[src/rtl/beam_mac_sched_pkg.sv]
// Shared definitions for the beamformer MAC scheduler: default widths,
// accumulator width helper, unity weight constant, FSM encoding and the
// output saturation helper.
package bf_pkg;

    localparam int DW_DEF   = 18;
    localparam int FRAC_DEF = 15;
    localparam int ONE_Q    = 2 ** FRAC_DEF;

    typedef enum logic [1:0] {
        ST_IDLE  = 2'd0,
        ST_MAC   = 2'd1,
        ST_DRAIN = 2'd2,
        ST_OUT   = 2'd3
    } state_t;

    // Width that holds NUM_CH shifted products without ever wrapping.
    function automatic int acc_w(input int dw, input int frac, input int nch);
        return 2 * dw - frac + $clog2(nch) + 1;
    endfunction

    // Clamp a sign-extended value to the signed range of a dw-bit word.
    function automatic logic signed [63:0] sat(input logic signed [63:0] v, input int dw);
        logic signed [63:0] hi;
        logic signed [63:0] lo;
        hi = (64'sd1 <<< (dw - 1)) - 64'sd1;
        lo = -(64'sd1 <<< (dw - 1));
        if (v > hi) begin
            return hi;
        end
        if (v < lo) begin
            return lo;
        end
        return v;
    endfunction

endpackage

[src/rtl/beam_mac_sched_cmul.sv]
// Registered complex multiplier. Forms w*x or conj(w)*x at full precision,
// drops FRAC fractional bits with an arithmetic shift (floor) and presents
// the result sign-extended to ACC_W bits one cycle later.
module cmul_pipe #(
    parameter int DW    = 18,
    parameter int FRAC  = 15,
    parameter int ACC_W = 24,
    parameter int CONJ  = 1
) (
    input  logic             clk,
    input  logic             rst_n,
    input  logic             en,
    input  logic [DW-1:0]    x_i,
    input  logic [DW-1:0]    x_q,
    input  logic [DW-1:0]    w_i,
    input  logic [DW-1:0]    w_q,
    output logic [ACC_W-1:0] p_i,
    output logic [ACC_W-1:0] p_q
);

    // One extra bit over 2*DW: the sum of two full-scale products
    // (e.g. (-1)*(-1) + (-1)*(-1)) needs it.
    localparam int PW = 2 * DW + 1;

    logic signed [PW-1:0] xi_e;
    logic signed [PW-1:0] xq_e;
    logic signed [PW-1:0] wi_e;
    logic signed [PW-1:0] wq_e;
    logic signed [PW-1:0] re_full;
    logic signed [PW-1:0] im_full;
    logic signed [PW-1:0] re_sh;
    logic signed [PW-1:0] im_sh;

    assign xi_e = PW'($signed(x_i));
    assign xq_e = PW'($signed(x_q));
    assign wi_e = PW'($signed(w_i));
    assign wq_e = PW'($signed(w_q));

    generate
        if (CONJ != 0) begin : g_conj
            assign re_full = wi_e * xi_e + wq_e * xq_e;
            assign im_full = wi_e * xq_e - wq_e * xi_e;
        end else begin : g_plain
            assign re_full = wi_e * xi_e - wq_e * xq_e;
            assign im_full = wi_e * xq_e + wq_e * xi_e;
        end
    endgenerate

    assign re_sh = re_full >>> FRAC;
    assign im_sh = im_full >>> FRAC;

    // Product register, advanced only while a channel is being issued.
    always_ff @(posedge clk or negedge rst_n) begin
        if (!rst_n) begin
            p_i <= '0;
            p_q <= '0;
        end else if (en) begin
            p_i <= ACC_W'(re_sh);
            p_q <= ACC_W'(im_sh);
        end
    end

endmodule

[src/rtl/beam_mac_sched.sv]
// Beam MAC scheduler: accepts one vector of NUM_CH IQ samples, walks the
// channels through a single pipelined complex multiplier, accumulates
// without wrap and emits one saturated beam sample per vector.
module beam_mac_sched
    import bf_pkg::*;
#(
    parameter int NUM_CH = 4,
    parameter int DW     = DW_DEF,
    parameter int FRAC   = FRAC_DEF,
    parameter int CONJ_W = 1
) (
    input  logic                     clk,
    input  logic                     rst_n,
    input  logic                     in_valid,
    output logic                     in_ready,
    input  logic [NUM_CH*DW-1:0]     in_i,
    input  logic [NUM_CH*DW-1:0]     in_q,
    input  logic                     w_we,
    input  logic [$clog2(NUM_CH)-1:0] w_addr,
    input  logic [DW-1:0]            w_i,
    input  logic [DW-1:0]            w_q,
    output logic                     out_valid,
    input  logic                     out_ready,
    output logic [DW-1:0]            out_i,
    output logic [DW-1:0]            out_q,
    output logic                     sat_flag,
    output logic                     busy
);

    localparam int AW    = $clog2(NUM_CH);
    localparam int ACC_W = acc_w(DW, FRAC, NUM_CH);
    localparam logic [DW-1:0] ONE_W = DW'(2 ** FRAC);

    state_t                    state_reg;
    logic [AW-1:0]             idx_reg;
    logic signed [ACC_W-1:0]   acc_i_reg;
    logic signed [ACC_W-1:0]   acc_q_reg;
    logic [DW-1:0]             out_i_reg;
    logic [DW-1:0]             out_q_reg;
    logic                      out_valid_reg;
    logic                      in_ready_reg;
    logic                      busy_reg;
    logic                      sat_flag_reg;

    // Per-channel views of the latched vector and the shadow weights.
    logic [NUM_CH-1:0][DW-1:0] x_i_pk;
    logic [NUM_CH-1:0][DW-1:0] x_q_pk;
    logic [NUM_CH-1:0][DW-1:0] ws_i_pk;
    logic [NUM_CH-1:0][DW-1:0] ws_q_pk;

    logic                      accept;
    logic                      mul_en;
    logic [ACC_W-1:0]          prod_i;
    logic [ACC_W-1:0]          prod_q;
    logic signed [ACC_W-1:0]   sum_i_next;
    logic signed [ACC_W-1:0]   sum_q_next;
    logic signed [63:0]        sum_i64;
    logic signed [63:0]        sum_q64;
    logic signed [63:0]        sat_i64;
    logic signed [63:0]        sat_q64;

    assign accept = (state_reg == ST_IDLE) && in_valid;
    assign mul_en = (state_reg == ST_MAC);

    genvar gi;
    generate
        for (gi = 0; gi < NUM_CH; gi++) begin : g_ch
            logic [DW-1:0] wl_i_reg;
            logic [DW-1:0] wl_q_reg;
            logic [DW-1:0] ws_i_reg;
            logic [DW-1:0] ws_q_reg;
            logic [DW-1:0] x_i_reg;
            logic [DW-1:0] x_q_reg;

            // Live weight: only an address matching this channel writes, so
            // out-of-range addresses fall through harmlessly.
            always_ff @(posedge clk or negedge rst_n) begin
                if (!rst_n) begin
                    wl_i_reg <= ONE_W;
                    wl_q_reg <= '0;
                end else if (w_we && (int'(w_addr) == gi)) begin
                    wl_i_reg <= w_i;
                    wl_q_reg <= w_q;
                end
            end

            // Snapshot weight and sample at accept; a same-edge weight
            // write lands in the live file only.
            always_ff @(posedge clk or negedge rst_n) begin
                if (!rst_n) begin
                    ws_i_reg <= ONE_W;
                    ws_q_reg <= '0;
                    x_i_reg  <= '0;
                    x_q_reg  <= '0;
                end else if (accept) begin
                    ws_i_reg <= wl_i_reg;
                    ws_q_reg <= wl_q_reg;
                    x_i_reg  <= in_i[gi*DW +: DW];
                    x_q_reg  <= in_q[gi*DW +: DW];
                end
            end

            assign ws_i_pk[gi] = ws_i_reg;
            assign ws_q_pk[gi] = ws_q_reg;
            assign x_i_pk[gi]  = x_i_reg;
            assign x_q_pk[gi]  = x_q_reg;
        end
    endgenerate

    cmul_pipe #(
        .DW    (DW),
        .FRAC  (FRAC),
        .ACC_W (ACC_W),
        .CONJ  (CONJ_W)
    ) u_cmul (
        .clk   (clk),
        .rst_n (rst_n),
        .en    (mul_en),
        .x_i   (x_i_pk[idx_reg]),
        .x_q   (x_q_pk[idx_reg]),
        .w_i   (ws_i_pk[idx_reg]),
        .w_q   (ws_q_pk[idx_reg]),
        .p_i   (prod_i),
        .p_q   (prod_q)
    );

    assign sum_i_next = acc_i_reg + $signed(prod_i);
    assign sum_q_next = acc_q_reg + $signed(prod_q);
    assign sum_i64    = 64'(sum_i_next);
    assign sum_q64    = 64'(sum_q_next);
    assign sat_i64    = sat(sum_i64, DW);
    assign sat_q64    = sat(sum_q64, DW);

    // Sequencer: accept, issue channels, drain the last product, hold output.
    always_ff @(posedge clk or negedge rst_n) begin
        if (!rst_n) begin
            state_reg     <= ST_IDLE;
            idx_reg       <= '0;
            acc_i_reg     <= '0;
            acc_q_reg     <= '0;
            out_i_reg     <= '0;
            out_q_reg     <= '0;
            out_valid_reg <= 1'b0;
            in_ready_reg  <= 1'b1;
            busy_reg      <= 1'b0;
            sat_flag_reg  <= 1'b0;
        end else begin
            case (state_reg)
                ST_IDLE: begin
                    if (in_valid) begin
                        acc_i_reg    <= '0;
                        acc_q_reg    <= '0;
                        idx_reg      <= '0;
                        in_ready_reg <= 1'b0;
                        busy_reg     <= 1'b1;
                        state_reg    <= ST_MAC;
                    end
                end
                ST_MAC: begin
                    // The product register holds a stale value while idx=0.
                    if (idx_reg != '0) begin
                        acc_i_reg <= sum_i_next;
                        acc_q_reg <= sum_q_next;
                    end
                    if (idx_reg == AW'(NUM_CH - 1)) begin
                        state_reg <= ST_DRAIN;
                    end else begin
                        idx_reg <= idx_reg + AW'(1);
                    end
                end
                ST_DRAIN: begin
                    acc_i_reg     <= sum_i_next;
                    acc_q_reg     <= sum_q_next;
                    out_i_reg     <= sat_i64[DW-1:0];
                    out_q_reg     <= sat_q64[DW-1:0];
                    sat_flag_reg  <= (sat_i64 != sum_i64) || (sat_q64 != sum_q64);
                    out_valid_reg <= 1'b1;
                    state_reg     <= ST_OUT;
                end
                ST_OUT: begin
                    if (out_ready) begin
                        out_valid_reg <= 1'b0;
                        in_ready_reg  <= 1'b1;
                        busy_reg      <= 1'b0;
                        state_reg     <= ST_IDLE;
                    end
                end
                default: begin
                    state_reg <= ST_IDLE;
                end
            endcase
        end
    end

    assign in_ready  = in_ready_reg;
    assign out_valid = out_valid_reg;
    assign out_i     = out_i_reg;
    assign out_q     = out_q_reg;
    assign sat_flag  = sat_flag_reg;
    assign busy      = busy_reg;

endmodule
[config.mk]
export PLATFORM = sky130hd
export DESIGN_NAME = beam_mac_sched
export DESIGN_NICKNAME = d
export VERILOG_FILES = /design/src/rtl/beam_mac_sched_pkg.sv /design/src/rtl/beam_mac_sched_cmul.sv /design/src/rtl/beam_mac_sched.sv
export SDC_FILE = /design/constraint.sdc
export NUM_CORES = 2
export LEC_CHECK = 0
export CAP_MARGIN = 20
export CORE_MARGIN = 3
export CORE_UTILIZATION = 30
export CTS_BUF_LIST = sky130_fd_sc_hd__clkbuf_16
export DETAILED_ROUTE_END_ITERATION = 8
export PLACE_DENSITY = 0.52
export SLEW_MARGIN = 20
export SYNTH_ARGS = -nofsm -noshare
export SYNTH_HDL_FRONTEND = slang
export SYNTH_SLANG_ARGS = --single-unit
export TNS_END_PERCENT = 30
[constraint.sdc]
create_clock -name clk -period 12.1 [get_ports clk]
set_input_delay 1.815 -clock clk [delete_from_list [all_inputs] [get_ports clk]]
set_output_delay 1.815 -clock clk [all_outputs]
set_load 0.01 [all_outputs]
# ---- After elaboration in Yosys (flattened, before gate mapping)
# Cells that the tools add are included.
# W data, S select, Z words.
dict set report totals {
  ff_bits 568
  in_bits 187
  output_inout_bits 40
  elab_cells 123
}
dict set report op_classes {
  add_sub_neg 5
  multipliers 4
  n_lt_le_gt_ge 5
  eq_ne 14
  mux 41
  reduce_logical 18
}
# cell n
set ops {}
lappend ops {{$mux W64} 8}
lappend ops {{$bmux W18 S2} 4}
lappend ops {{$mul A18 B18 Y36} 4}
lappend ops {{$pmux W24 S3} 2}
lappend ops {{$ne A64 B24 Y1} 2}
lappend ops {{$mux W18} 4}
lappend ops {{$mux W24} 3}
lappend ops {{$add A24 B22 Y24} 2}
lappend ops {{$gt A24 B18 Y1 const B} 2}
lappend ops {{$lt A24 B18 Y1 const B} 2}
lappend ops {{$add A36 B36 Y37} 1}
lappend ops {{$sub A36 B36 Y37} 1}
lappend ops {{$reduce_and A3 Y1} 4}
lappend ops {{$eq A2 B2 Y1 const B} 5}
lappend ops {{$mux W1} 10}
lappend ops {{$mux W2} 5}
lappend ops {{$pmux W2 S4} 1}
lappend ops {{$reduce_bool A2 Y1} 4}
lappend ops {{$ne A2 B2 Y1 const B} 3}
lappend ops {{$pmux W1 S2} 3}
lappend ops {{$logic_and A1 B1 Y1} 5}
lappend ops {{$eq A2 B1 Y1 const B} 2}
lappend ops {{$logic_not A2 Y1} 2}
lappend ops {{$ne A2 B1 Y1 const B} 2}
lappend ops {{other kinds (6)} 6}

# ---- Longest topological paths before layout
dict set report depth {
  depth_word 8
  mapped_depth 36
  depth_no_buf 31
}

# ---- Hierarchy
# A second synthesis with hierarchy kept.
dict set report hier_totals {
  cells_unflattened 7058
  hier_area_um2 74496.4
}
# module instances cells_each area_per_inst_um2 seq_area_each_um2
set modules_own_cells {}
lappend modules_own_cells {cmul_pipe 1 5271 49944.2 1101.1}
lappend modules_own_cells {beam_mac_sched 1 1787 24552.3 13123.8}

# ---- Least setup slack after synthesis
# OpenSTA, ideal clock, no wires.
dict set report synth_path {
  path_type {register -> register}
  from {register idx_reg[0]}
  to {register, netlist name u_cmul.p_q[21]}
  setup_ns 0.125
  arrival_time_ns 9.041
  t_required_ns 11.975
  path_slack_ns 2.934
  path_stages_with_launch 31
  n_path_buf 5
  synth_period_minus_slack_ns 9.166
  path_cell_list {dfrtp_1 -> buf_2 -> buf_2 -> buf_1 -> buf_1 -> mux2i_1 -> nand2_1 -> o21ai_1 -> clkbuf_1 -> nor2_1 -> fa_1 -> fa_1 -> inv_1 -> fa_1 -> fa_1 -> inv_1 -> fa_1 -> fa_1 -> fa_1 -> fa_1 -> ha_1 -> a21o_1 -> a21o_1 -> a21o_1 -> a21o_1 -> a21o_1 -> a21oi_1 -> o2111ai_1 -> a31oi_1 -> xnor2_1 -> mux2_2}
}
dict set report synth_between {
  elab_chain_len 4
  word_cells_on_any_way 11
  cone_classes {add/sub (1); mul (2); mux (8)}
}
# element line_no
set synth_rtl {}
lappend synth_rtl {{from (decl)} beam_mac_sched.sv:35} ;# logic [AW-1:0] idx_reg;
lappend synth_rtl {{from (signal assigned)} beam_mac_sched.sv:168} ;# idx_reg <= idx_reg + AW'(1);
lappend synth_rtl {{$bmux W18 S2 (on tied branches)} --}
lappend synth_rtl {{$mux W18 (on tied branches)} --}
lappend synth_rtl {{$mul A18 B18 Y36} beam_mac_sched_cmul.sv:42} ;# assign im_full = wi_e * xq_e - wq_e * xi_e;
lappend synth_rtl {{$sub A36 B36 Y37 *} beam_mac_sched_cmul.sv:42}
# Mark *: on every way between the ends. The rest lies on a longest branch, timed or not. The select of a mux whose other input is x is not followed.
# A chain may end at the register's enable or synchronous reset.

# ---- Worst setup path in the final report
dict set report layout_path {
  from {register idx_reg[0]}
  to {register u_cmul.p_i[3]}
}
dict set report layout_between {
  elab_chain_len 4
  word_cells_on_any_way 11
  cone_classes {add/sub (1); mul (2); mux (8)}
}
# element line_no
set layout_rtl {}
lappend layout_rtl {{$bmux W18 S2 (on tied branches)} --}
lappend layout_rtl {{$mux W18 (on tied branches)} --}
lappend layout_rtl {{$mul A18 B18 Y36} beam_mac_sched_cmul.sv:41} ;# assign re_full = wi_e * xi_e + wq_e * xq_e;
lappend layout_rtl {{$add A36 B36 Y37 *} beam_mac_sched_cmul.sv:41}
lappend layout_rtl {{to (signal assigned)} beam_mac_sched_cmul.sv:58} ;# p_i <= ACC_W'(re_sh);
lappend layout_rtl {{to (decl)} beam_mac_sched_cmul.sv:17} ;# output logic [ACC_W-1:0] p_i,
# Marked as above.

==> run_results.csv <==
group,metric,value,unit
sta,fin_skew,0.0505,ns
layout,final_common_cell,"inv_1",
yosys,synthMuxAreaShare,9.54,%
setup_path,crit_family,"adder cells",
yosys,synth_nets,9153,
setup_path,rrSetupSlack,1.61,ns
yosys,synth_top_family_by_area,"adder cells",
clocking,cts_buffer_depth,3,
hold_path,hold_path_class,"flip-flop to flip-flop",
yosys,synth_fa_ha_area_share,46.5,%
floorplanning,pin_count,227,
yosys,ys_ff_latch,568,
yosys,yosys.area_share.simple,9.21,%
setup_path,timing.critical_path.mode_cell,"fa_1",
drt,routedWlPerCell,23.2,um
floorplanning,start_util,30.3,%
status,status,"finished, final reports clean",
drt,wl_met3,18400,um
floorplanning,core,242000,sq um
floorplanning,die_area,250000,sq um
clocking,hold_buffers,0,
clocking,numCtsBuffers,69,
sta,max_freq,0.0953,GHz
run,cap_violations,0,
sta,rsz0062_at_grt,"no",
global_route,grt_first_pass_wirelength,370000,um
sta,final.setup.tns,0,ns
clocking,cts_setup_buffers,0,
floorplanning,rows,180,
sta,tightest_slew,1.23,ns
layout,area_delta_synth_final,12.1,%
clocking,h-tree-depth,3,
layout,layout-drive-gt1-share,12.5,%
clocking,path_clk_slew,0.06,ns
setup_path,worst-path-buf-inv,8,
sta,relSlewSlack,17.1,%
setup_path,cp-start-kind,"flip-flop",
global_route,antenna_found_initial,15,
yosys,synth_edf_count,0,
drt,wirelength,243000,um
global_route,grt_overflow,0,
yosys,synth_cells,7125,
global_route,grt_pass1_vias,56648,
sta,finalCritPeriodShare,86.7,%
clocking,clk_latency,0.72,ns
sta,period_minus_slack,10.49,ns
yosys,synth.avg_cell_area,10.3,sq um
setup_path,worstSetupEndpointType,"flip-flop",
setup_path,cpPeakStageDelay,0.82,ns
drt,vias_per_cell,4.85,
clocking,ctsResizeCount,0,
setup_path,slowest_stage,"dfrtp_4",
placed_design,gp_congestion,0.938,
clocking,cts_tree,"done",
setup_path,cp_data_arrival_time,11.13,ns
layout,fin_nets,9298,
sta,setup_viol,0,
drt,wl_met1,95200,um
floorplanning,fp.dieW,500,um
layout,stdcell_area,82200,sq um
yosys,yosysSeqAreaShare,19.4,%
setup_path,required,12.74,ns
clocking,cts_root_buf,"clkbuf_16",
yosys,synth_cell_type_count,81,
drt,drc,0,
drt,firstDrtPassIters,6,
yosys,synth_xor_area_share,1.53,%
layout,final_cell_mix,"inv_1 (1523), fa_1 (1470), nand2_1 (837)",
global_route,grt_max_degree,127,
placed_design,dpl.hpwl,193000,um
drt,dr_wl_met2,115000,um
layout,n_fill_cell,24709,
yosys,synth_top_flop_cell,"dfrtp_1",
setup_path,r2r_start,"idx_reg[0]",
drt,dr.first_iter.drc_count,3588,
clocking,clkSinkCount,568,
placed_design,place_area,80000,sq um
placed_design,io_buffer_count,226,
floorplanning,dieHeight,500,um
drt,num_vias,50950,
yosys,syn_area,73300,sq um
sta,hold_viol,0,
global_route,grtUsageTotal,19.9,%
layout,final_util,34.0,%
yosys,async_flop_share,100,%
yosys,yosysWarnings,0,
drt,ant_nets,0,
setup_path,cp_max_fo,36,
setup_path,criticalPathCategory,"flip-flop to flip-flop",
yosys,synth_compound_area_share,4.42,%
setup_path,startpoint,"idx_reg[0]",
sta,drv_slew,0,
hold_path,hp-start,"g_ch[3].wl_i_reg[5]",
drt,top_layer_used,"met5",
-- metrics by stage --
stage               setup WS, ns  std cells  hold slack [ns]
floorplan                   2.93       7125            0.456
global placement            1.60      10384            0.471
detailed placement          1.72      10384            0.477
CTS                         1.66      10508            0.491
global route                1.30      10509            0.504
finish                      1.61      10514            0.483
-- kinds of logic after synthesis --
family | count (synthesis)
buf+inv | 1842
fa+ha+maj | 1841
simple gates | 1655
mux | 618
flops | 568
compound gates | 473
xor+xnor | 128
-- area by class of cell --
type | instances | area, sq um | area share [%]
multi-input cells | 4715 | 52400 | 63.8
flip-flops and latches | 568 | 14200 | 17.3
inverters | 1511 | 5670 | 6.90
well taps | 3185 | 3990 | 4.85
repair buffers | 405 | 3640 | 4.43
clock buffers | 69 | 1730 | 2.10
clock inverters | 55 | 505 | 0.615
diodes | 6 | 15.0 | 0.0183
-- cells in the mapped netlist, drive strengths merged, types with 67 or more instances --
library cell,count,area share [%]
nand2,839,4.3
nor2,620,3.2
inv,1510,7.7
dfrtp,559,19
o21ai,143,0.98
a21oi,67,0.47
clkbuf,297,1.5
xnor2,92,1.1
fa,1470,40
ha,371,6.3
mux2,537,8.3
mux2i,70,0.96
-- final timing paths --
check | end | cells past startpoint
max | u_cmul.p_i[3] | 30
min | g_ch[3].ws_i_reg[5] | 1
max reg2reg | u_cmul.p_i[3] | 30
min reg2reg | g_ch[3].ws_i_reg[5] | 1
max in group asynchronous | idx_reg[0] | 3
min in group asynchronous | g_ch[1].wl_q_reg[8] | 1
-- per-layer routing --
metal  vias up  global-route usage, %
li1      21820                      -
met1     26925                   24.7
met2      1757                   33.1
met3       436                   4.13
met4        12                   9.62
met5         -                      0
Power is not shown: default switching activity piles up to over one toggle a cycle in this logic, so the estimate is an artifact.
